==> src/rtl/noc_mesh_router.sv <==
// noc_mesh_router: 5-port XY mesh router with input FIFOs, round-robin output arbiters, credit flow control.
// Optional per-output forwarded-flit counters (stat_flits) when NOC_ROUTER_STATS_EN is defined.
module noc_mesh_router #(
  parameter int XCOORD     = 0,
  parameter int YCOORD     = 0,
  parameter int DATA_W     = 16,
  parameter int COORD_W    = 4,
  parameter int FIFO_DEPTH = 4,
  parameter int CREDITS    = 4,
  parameter logic [4:0] PORT_MASK = 5'b11111
) (
  input  logic              clk,
  input  logic              rst,
  input  logic [5*DATA_W-1:0] in_data,
  input  logic [4:0]        in_valid,
  output logic [4:0]        in_credit_o,
  output logic [5*DATA_W-1:0] out_data,
  output logic [4:0]        out_valid,
  input  logic [4:0]        out_credit_i,
  output logic              err_o
`ifdef NOC_ROUTER_STATS_EN
  ,output logic [5*16-1:0]  stat_flits
`endif
);

  localparam int AW = (FIFO_DEPTH > 1) ? $clog2(FIFO_DEPTH) : 1;
  localparam int NW = $clog2(FIFO_DEPTH + 1);
  localparam int CW = $clog2(CREDITS + 1);
  localparam logic [NW-1:0] FULL = NW'(FIFO_DEPTH);
  localparam logic [CW-1:0] CMAX = CW'(CREDITS);
  localparam logic [COORD_W-1:0] LX = COORD_W'(XCOORD);
  localparam logic [COORD_W-1:0] LY = COORD_W'(YCOORD);

  logic [DATA_W-1:0] r_mem [5][FIFO_DEPTH];
  logic [AW-1:0]     r_wp [5];
  logic [AW-1:0]     r_rp [5];
  logic [NW-1:0]     r_cnt [5];
  logic [CW-1:0]     r_cred [5];
  logic [2:0]        r_ptr [5];

  logic [DATA_W-1:0] w_head [5];
  logic [4:0]        w_route [5];
  logic [2:0]        w_gidx [5];
  logic [4:0] w_nempty, w_full, w_mis, w_won, w_pop;
  logic [4:0] w_push, w_ovf, w_gnt, w_cin;
  logic [3:0] w_sum;
  logic [2:0] w_cand;

  assign w_cin = out_credit_i & PORT_MASK;

  // Route every FIFO head, then a round-robin search per output.
  always_comb begin
    w_nempty = '0;
    w_full   = '0;
    w_mis    = '0;
    w_won    = '0;
    w_gnt    = '0;
    w_sum    = '0;
    w_cand   = '0;
    for (int i = 0; i < 5; i++) begin
      w_head[i]  = r_mem[i][r_rp[i]];
      w_gidx[i]  = '0;
      w_route[i] = 5'b10000;
      if (w_head[i][2*COORD_W-1:COORD_W] > LX)
        w_route[i] = 5'b00100;
      else if (w_head[i][2*COORD_W-1:COORD_W] < LX)
        w_route[i] = 5'b01000;
      else if (w_head[i][COORD_W-1:0] > LY)
        w_route[i] = 5'b00001;
      else if (w_head[i][COORD_W-1:0] < LY)
        w_route[i] = 5'b00010;
      w_nempty[i] = (r_cnt[i] != '0);
      w_full[i]   = (r_cnt[i] == FULL);
      w_mis[i]    = w_nempty[i] && ((w_route[i] & PORT_MASK) == '0);
    end
    for (int o = 0; o < 5; o++) begin
      if (PORT_MASK[o] && r_cred[o] != '0) begin
        for (int k = 0; k < 5; k++) begin
          w_sum  = {1'b0, r_ptr[o]} + 4'(k);
          w_cand = (w_sum > 4'd4) ? 3'(w_sum - 4'd5) : w_sum[2:0];
          if (!w_gnt[o] && w_nempty[w_cand] && w_route[w_cand][o]) begin
            w_gnt[o]  = 1'b1;
            w_gidx[o] = w_cand;
          end
        end
      end
      if (w_gnt[o])
        w_won[w_gidx[o]] = 1'b1;
    end
  end

  assign w_pop  = w_won | w_mis;
  assign w_push = in_valid & PORT_MASK & (~w_full | w_pop);
  assign w_ovf  = in_valid & PORT_MASK & w_full & ~w_pop;

  always_ff @(posedge clk) begin
    for (int i = 0; i < 5; i++)
      if (w_push[i])
        r_mem[i][r_wp[i]] <= in_data[i*DATA_W +: DATA_W];
  end

  always_ff @(posedge clk or posedge rst) begin
    if (rst) begin
      for (int i = 0; i < 5; i++) begin
        r_wp[i]   <= '0;
        r_rp[i]   <= '0;
        r_cnt[i]  <= '0;
        r_cred[i] <= CMAX;
        r_ptr[i]  <= '0;
      end
      out_valid   <= '0;
      out_data    <= '0;
      in_credit_o <= '0;
      err_o       <= 1'b0;
    end else begin
      for (int i = 0; i < 5; i++) begin
        if (w_push[i])
          r_wp[i] <= r_wp[i] + 1'b1;
        if (w_pop[i])
          r_rp[i] <= r_rp[i] + 1'b1;
        if (w_push[i] && !w_pop[i])
          r_cnt[i] <= r_cnt[i] + 1'b1;
        else if (!w_push[i] && w_pop[i])
          r_cnt[i] <= r_cnt[i] - 1'b1;
      end
      for (int o = 0; o < 5; o++) begin
        out_valid[o] <= w_gnt[o];
        if (w_gnt[o]) begin
          out_data[o*DATA_W +: DATA_W] <= w_head[w_gidx[o]];
          r_ptr[o] <= (w_gidx[o] == 3'd4) ? 3'd0 : w_gidx[o] + 3'd1;
        end
        if (w_gnt[o] && !w_cin[o])
          r_cred[o] <= r_cred[o] - 1'b1;
        else if (!w_gnt[o] && w_cin[o]) begin
          if (r_cred[o] == CMAX)
            err_o <= 1'b1;
          else
            r_cred[o] <= r_cred[o] + 1'b1;
        end
      end
      in_credit_o <= w_pop & PORT_MASK;
      if (|w_mis || |w_ovf)
        err_o <= 1'b1;
    end
  end

`ifdef NOC_ROUTER_STATS_EN
  logic [15:0] r_stat [5];

  always_ff @(posedge clk or posedge rst) begin
    if (rst) begin
      for (int o = 0; o < 5; o++)
        r_stat[o] <= '0;
    end else begin
      for (int o = 0; o < 5; o++)
        if (w_gnt[o])
          r_stat[o] <= r_stat[o] + 16'd1;
    end
  end

  always_comb begin
    stat_flits = '0;
    for (int o = 0; o < 5; o++)
      stat_flits[o*16 +: 16] = r_stat[o];
  end
`endif

endmodule

==> config.mk <==
export PLATFORM = sky130hd
export DESIGN_NAME = noc_mesh_router
export DESIGN_NICKNAME = d
export VERILOG_FILES = /design/src/rtl/noc_mesh_router.sv
export SDC_FILE = /design/constraint.sdc
export NUM_CORES = 1
export LEC_CHECK = 0
export BUFFER_PORTS_ARGS = -buffer_cell sky130_fd_sc_hd__buf_4
export CAP_MARGIN = 20
export CORE_MARGIN = 3
export CORE_UTILIZATION = 50
export CTS_CLUSTER_SIZE = 24
export DETAILED_ROUTE_END_ITERATION = 12
export GPL_TIMING_DRIVEN = 0
export PLACE_DENSITY = 0.8
export SYNTH_ARGS = -nofsm -noshare
export SYNTH_HDL_FRONTEND = slang
export SYNTH_SLANG_ARGS = --single-unit
export TNS_END_PERCENT = 100
==> constraint.sdc <==
create_clock -name clk -period 6.2 [get_ports clk]
set_input_delay 0.93 -clock clk [delete_from_list [all_inputs] [get_ports clk]]
set_output_delay 0.93 -clock clk [all_outputs]
set_load 0.005 [all_outputs]
* Word-level counts from Yosys, hierarchy flattened *
Memory sizes are Yosys's and may differ from the RTL's.
Cells that the tools add are included.

word-level totals
  register bits after elaboration = 156
  bits of input ports = 92
  memory bits (writable) = 320
  logic and storage cells = 824
  memories kept = 1
  output and inout port bits = 91

memory list
  name   words  width  rd ports  clocked after Yosys merged registers in  write ports  RTL line  source
  r_mem  5      64     5         0                                        5            34        logic [DATA_W-1:0] r_mem [5][FIFO_DEPTH];

operators by class
  reductions and logical operators = 153
  $add $sub $neg = 80
  bitwise logic cells = 51
  muxes and demuxes = 361
  magnitude comparators = 125
  equality and inequality tests = 20

operators by type and width
  cell                 number
  $mux 16              25
  $bmux 5 s3           25
  $mux 64              5
  $mux 3               95
  $bmux 16 s3          5
  $mux 5               35
  $bmux 16 s2          5
  $demux 16 s2         5
  $ge 4x4->1 const B   30
  $lt 3x4->1 const B   30
  $not 3->4            30
  $mux 1               111
  $gt 4x3->1 const B   20
  $logic_and 1x1->1    80
  $bmux 1 s3           25
  $sub 3x3->3 const B  25
  $add 3x1->3 const B  15
  $eq 3x3->1 const B   15
  $add 3x2->4 const B  10
  $gt 4x1->1 const B   10
  $logic_not 1->1      40
  $lt 4x1->1 const B   10
  $mux 4               10
  $ge 3x3->1 const B   10
  20 further kinds     119

* Logic depth before layout (Yosys ltp) *
  depth in word-level cells = 55
  depth in mapped cells = 25
  mapped depth without buffers = 22

* Least setup slack after synthesis *
No wires, ideal clock.

  path type = reg2reg
  from = reg r_ptr[7] (netlist name)
  to = reg r_cnt[11] (netlist name)
  arrival = 5.376 ns
  buffers on the path = 2
  required time = 6.121 ns
  slack = 0.744 ns
  library setup time = 0.079 ns
  cell stages (with the launch flop) = 24
  period minus slack after synthesis = 5.456 ns
  cells stage by stage = dfrtp_1 > clkbuf_1 > inv_1 > ha_1 > ha_1 > nor2b_1 > or4_1 > a2111oi_0 > and2_1 > o21bai_1 > nor3_1 > a31oi_1 > and2_1 > clkbuf_1 > clkinv_1 > o22ai_1 > o31ai_2 > inv_1 > ha_1 > inv_1 > fa_1 > xor2_1 > nor2_1 > xor2_1

on the way
  longest elaborated chain between the ends = 45
  elaborated cells on any way between the ends = 98
  classes of those cells = 9 x add/sub; 7 x order compare; 52 x mux; 11 x bitwise; 19 x reduce/logical

RTL lines
  element                                    RTL line  source
  start: declaration                         39        logic [2:0] r_ptr [5];
  start signal: indexed assignment           130       r_ptr[o] <= (w_gidx[o] == 3'd4) ? 3'd0 : w_gidx[o] + 3'd1;
  $sub 3x3->3 or $gt 3x3->1 (tied branches)  80        w_cand = (w_sum > 4'd4) ? 3'(w_sum - 4'd5) : w_sum[2:0];
  $mux 3                                     80
  $not 3->4 (not written as such)            81        if (!w_gnt[o] && w_nempty[w_cand] && w_route[w_cand][o]) begin
  $bmux 5 s3                                 81
  $mux 3 (not written as such) (2 in a row)  81
  $logic_and 1x1->1                          81
  $mux 1                                     81
  $mux 1                                     77        if (PORT_MASK[o] && r_cred[o] != '0) begin
  [29 not listed]                            n/a
  $mux 5 (*)                                 87        if (w_gnt[o])
  $or 5x5->5 (*)                             92        assign w_pop = w_won | w_mis;
  $or 5x5->5 (*)                             93        assign w_push = in_valid & PORT_MASK & (~w_full | w_pop);
  $and 5x5->5 (*)                            93
  named net w_push[1]                        45        logic [4:0] w_push, w_ovf, w_gnt, w_cin;
  $logic_not 1->1                            123       else if (!w_push[i] && w_pop[i])
  $logic_and 1x1->1                          123
  $reduce_bool 2->1 (no source line)         n/a
  end signal: indexed assignment             122       r_cnt[i] <= r_cnt[i] + 1'b1;
  end signal: indexed assignment             124       r_cnt[i] <= r_cnt[i] - 1'b1;
  end: declaration                           37        logic [NW-1:0] r_cnt [5];

The timed path passes the listed nets; every way through them passes the cells marked *. The select of a mux whose other input is x is not followed.
A chain may end at the register's enable or synchronous reset.

* Worst setup path in the final report *
  from = reg r_rp[1] (netlist name)
  to = reg err_o

on the way
  elaborated cells on any way between the ends = 304
  classes of those cells = 14 x order compare; 192 x mux; 8 x bitwise; 90 x reduce/logical

RTL lines
  element                                         RTL line  source
  start: declaration                              36        logic [AW-1:0] r_rp [5];
  start signal: indexed assignment                120       r_rp[i] <= r_rp[i] + 1'b1;
  $not 2->3 (not written as such) (*)             61        w_head[i] = r_mem[i][r_rp[i]];
  $bmux 16 s2 (*)                                 61
  $mux 16 (not written as such) (*) (2 in a row)  61
  $lt 4x1->1                                      70        else if (w_head[i][COORD_W-1:0] < LY)
  $mux 5                                          70
  $mux 5                                          68        else if (w_head[i][COORD_W-1:0] > LY)
  $mux 5                                          66        else if (w_head[i][2*COORD_W-1:COORD_W] < LX)
  $mux 5 (*)                                      64        if (w_head[i][2*COORD_W-1:COORD_W] > LX)
  [26 not listed]                                 n/a
  named net w_gnt[4]                              45
  $mux 5                                          87
  $or 5x5->5                                      92
  $not 5->5                                       94        assign w_ovf = in_valid & PORT_MASK & w_full & ~w_pop;
  $and 5x5->5                                     94
  $reduce_or 5->1                                 142       if (|w_mis || |w_ovf)
  $logic_or 1x1->1                                142
  $mux 1 (*)                                      142
  end signal: assignment                          114       err_o <= 1'b0;
  end signal: assignment                          136       err_o <= 1'b1;
  end signal: assignment                          143       err_o <= 1'b1;
  end: declaration                                20        output logic err_o

Marked as above.

==> run_results.csv <==
group,metric,value,unit
critical_path,critPathRequiredTime,6580,ps
min_path,hp-class,"input port to asynchronous set/reset pin",
yosys,syn_inst,1681,
detailed_routing,drtAntennaViolNets,0,
die,dieWidth,217.0,um
yosys,synth_flop_cell,"edfxtp_1",
yosys,synth_area,22260,um2
grt,antenna_found_initial,2,
yosys,yosysUniqueCellTypes,103,
grt,grt.overflow.total,0,
detailed_routing,vias,16030,
clocking,cts.sinks,436,
die,start_util,51.11,%
clocking,numCtsBuffers,44,
yosys,synth-seq-cells,436,
sta,max_freq,166.8,MHz
clocking,htreeDepth,2,
detailed_routing,wl_per_cell,24.73,um
yosys,yosys_warnings,0,
clocking,cts_tree,"built",
yosys,yosysSeqAreaShare,56.24,%
grt,grtUsageTotal,26.08,%
die,die_area,47080,um2
detailed_routing,drc,0,
die,num_io_pins,183,
layout,areaGrowthSynthToFinish,16.99,%
critical_path,arrival,6380,ps
grt,grt_pass1_wl,93.71,mm
place,gp_congestion,0.9745,
layout,seqCellArea,12520,um2
yosys,synth_top_area_share,43.17,%
sta,fin_skew,23.15,ps
layout,final_layout_size_suffix_gt1_share,23.22,%
clocking,cts_root_buf,"clkbuf_16",
die,die_h,217.0,um
place,io_buffers,148,
sta,rsz0062_at_grt,"true",
yosys,synth_area_leaders,"edfxtp_1 (43%), dfrtp_1 (12%), mux4_2 (8.1%)",
die,fp.coreArea,43550,um2
place,dp_hpwl,45.44,mm
sta,period_minus_slack,5994,ps
layout,fin_area,26040,um2
outcome,status,"complete, no violations",
critical_path,end_kind,"register",
sta,post-route-period-util,96.67,%
sta,hold_viol,0,
critical_path,crit_path_start_kind,"register",
yosys,synth.largest_area_cell,"edfxtp_1",
detailed_routing,dr.pass1.iters,9,
layout,multi_input_comb_area,9133,um2
detailed_routing,vias_per_cell,6.314,
yosys,syn_avg_cell_area,13.24,um2
yosys,synth-edff-count,320,
layout,n_fill_cell,3330,
grt,grt_pass1_vias,15650,
sta,slew_headroom,21.27,%
clocking,cts.path.max_buffers,3,
yosys,synthArstFlopShare,26.61,%
layout,num-nets-final,2092,
sta,setup_violations,0,
detailed_routing,drtIter0Drc,1736,
critical_path,worst-path-max-fanout,10,
detailed_routing,wl,62.76,mm
critical_path,critPathKind,"register to register",
place,placed_cell_area,24300,um2
job,maxCapViolations,0,
sta,tightest_slew,1172,ps
clocking,clkLatencyLatePin,570,ps
die,rows,76,
grt,grt_max_degree,79,
clocking,clk_pin_slew,70,ps
sta,slew_viol_final,0,
## timing repair
item	in CTS	in global routing
gates cloned	0	0
pin swaps	2	3
setup buffers	4	5
hold endpoints to repair	0	0
hold buffers	0	0
endpoints found under the setup margin	341	268
resized for setup	22	29
## metal layers
layer,global-route usage (%),vias to the layer above,wire length (um)
met5,0,-,0
met4,12.33,0,3101
met3,5.348,210,6040
met2,41.79,924,29620
met1,34.43,7952,24000
li1,-,6940,-
## through the flow
step	hold slack, ps	utilization, %	instances	setup WS [ps]	TNS [ps]
global route	398.1	59.79	2538	-14.79	-23.25
floorplan	470.7	-	1714	744.3	0
detailed placement	472.4	55.79	2449	-925.2	-144360
global placement	470.3	55.62	2447	-1316	-212870
CTS	374.2	59.50	2531	7.603	0
finish	376.6	59.79	2538	206.4	0
## cells by family (layout without fill, tap and decap cells)
| family | count (synthesis) | after routing | synth area share, % |
|---|---|---|---|
| AND/OR/NAND/NOR | 425 | 425 | 10.77 |
| adder cells (fa/ha/maj) | 84 | 84 | 4.992 |
| flip-flops | 436 | 436 | 56.24 |
| other | 1 | 36 | 0.01685 |
| XOR/XNOR | 51 | 51 | 2.007 |
| multiplexers | 106 | 106 | 9.337 |
| buffers and inverters | 196 | 433 | 4.109 |
| AO/OA/AOI/OAI | 382 | 382 | 12.53 |
## worst paths after layout
kind                       cells after the start  slack [ps]         start           end
setup / recovery                              20         210       r_rp[1]         err_o
hold / removal                                 2         380           rst     r_cred[3]
setup reg to reg                              20         210       r_rp[1]         err_o
hold reg to reg                                1         480  out_data[71]  out_data[71]
max in group asynchronous                      3        5010           rst  out_data[12]
min in group clk                               1         480  out_data[71]  out_data[71]
## layout make-up
class	instances	share of cell area, %
timing repair buffer	160	4.680
multi-input combinational	1082	35.07
sequential	436	48.08
inverter	83	1.221
buffer	109	2.316
tap	585	2.811
clock inverter	21	1.264
clock buffer	60	4.536
antenna	2	0.01922
## synthesized netlist by cell type, drive strengths merged (13+ instances only)
library cell and instances:
edfxtp 320, nor4 21, nand3 36, or3 14, nor2 59, dfrtp 111, inv 82, nand2b 15
and2 36, o21ai 56, or4 13, nand4 16, o21a 15, nor3 35, xnor2 30, ha 76
mux2i 13, mux4 80, xor2 21, a31oi 19, o31ai 30, nand2 91, o211ai 24, nor2b 13
and3 39, clkbuf 54, a22oi 18, a21o 13, a211oi 41, a21oi 60, a22o 25, mux2 13
buf 59
## sequential cells by signal (all words and copies together) (netlist names)
| name | cells |
|---|---|
| r_cred | 15 |
| out_valid | 3 |
| r_rp | 10 |
| out_data | 48 |
| in_credit_o | 5 |
| r_cnt | 15 |
| r_mem | 320 |
| r_wp | 10 |
| r_ptr | 9 |
| err_o | 1 |
## layout by cell type (no fill, tap or decap), types with 15 or more instances in the layout
cell type,Yosys,routed
buf_4,37,194
a22oi_1,18,18
dfrtp_1,111,110
xnor2_1,30,30
nor2_1,59,51
conb_1,1,34
ha_1,76,76
nor3_1,31,27
xor2_1,21,21
nand4_1,16,16
edfxtp_1,320,320
o211ai_1,24,24
clkbuf_16,0,44
nand2_1,91,91
and3_1,39,39
inv_1,80,78
a31oi_1,18,18
o21ai_0,52,51
nand2b_1,15,15
a211oi_1,41,40
nand3_1,35,33
a21oi_1,60,58
a22o_1,25,25
and2_1,35,31
clkbuf_1,54,54
o31ai_1,28,28
mux4_2,80,80
## worst max-delay path, cell delays in order (launching register included)
cell and delay (ps):
dfrtp_1 590, buf_2 350, mux4_2 420, or4_1 560, or3_4 410, o21ai_0 320, o21a_2 310, or3_1 180
nor2_1 50, or2_2 260, clkbuf_1 240, buf_2 300, inv_2 170, ha_1 250, inv_1 120, nand4_1 110
nand4_1 170, a21oi_2 240, o31ai_1 170, a31oi_1 300, nand4_1 250
Power is not shown: default switching activity piles up to over one toggle a cycle in this logic, so the estimate is an artifact.
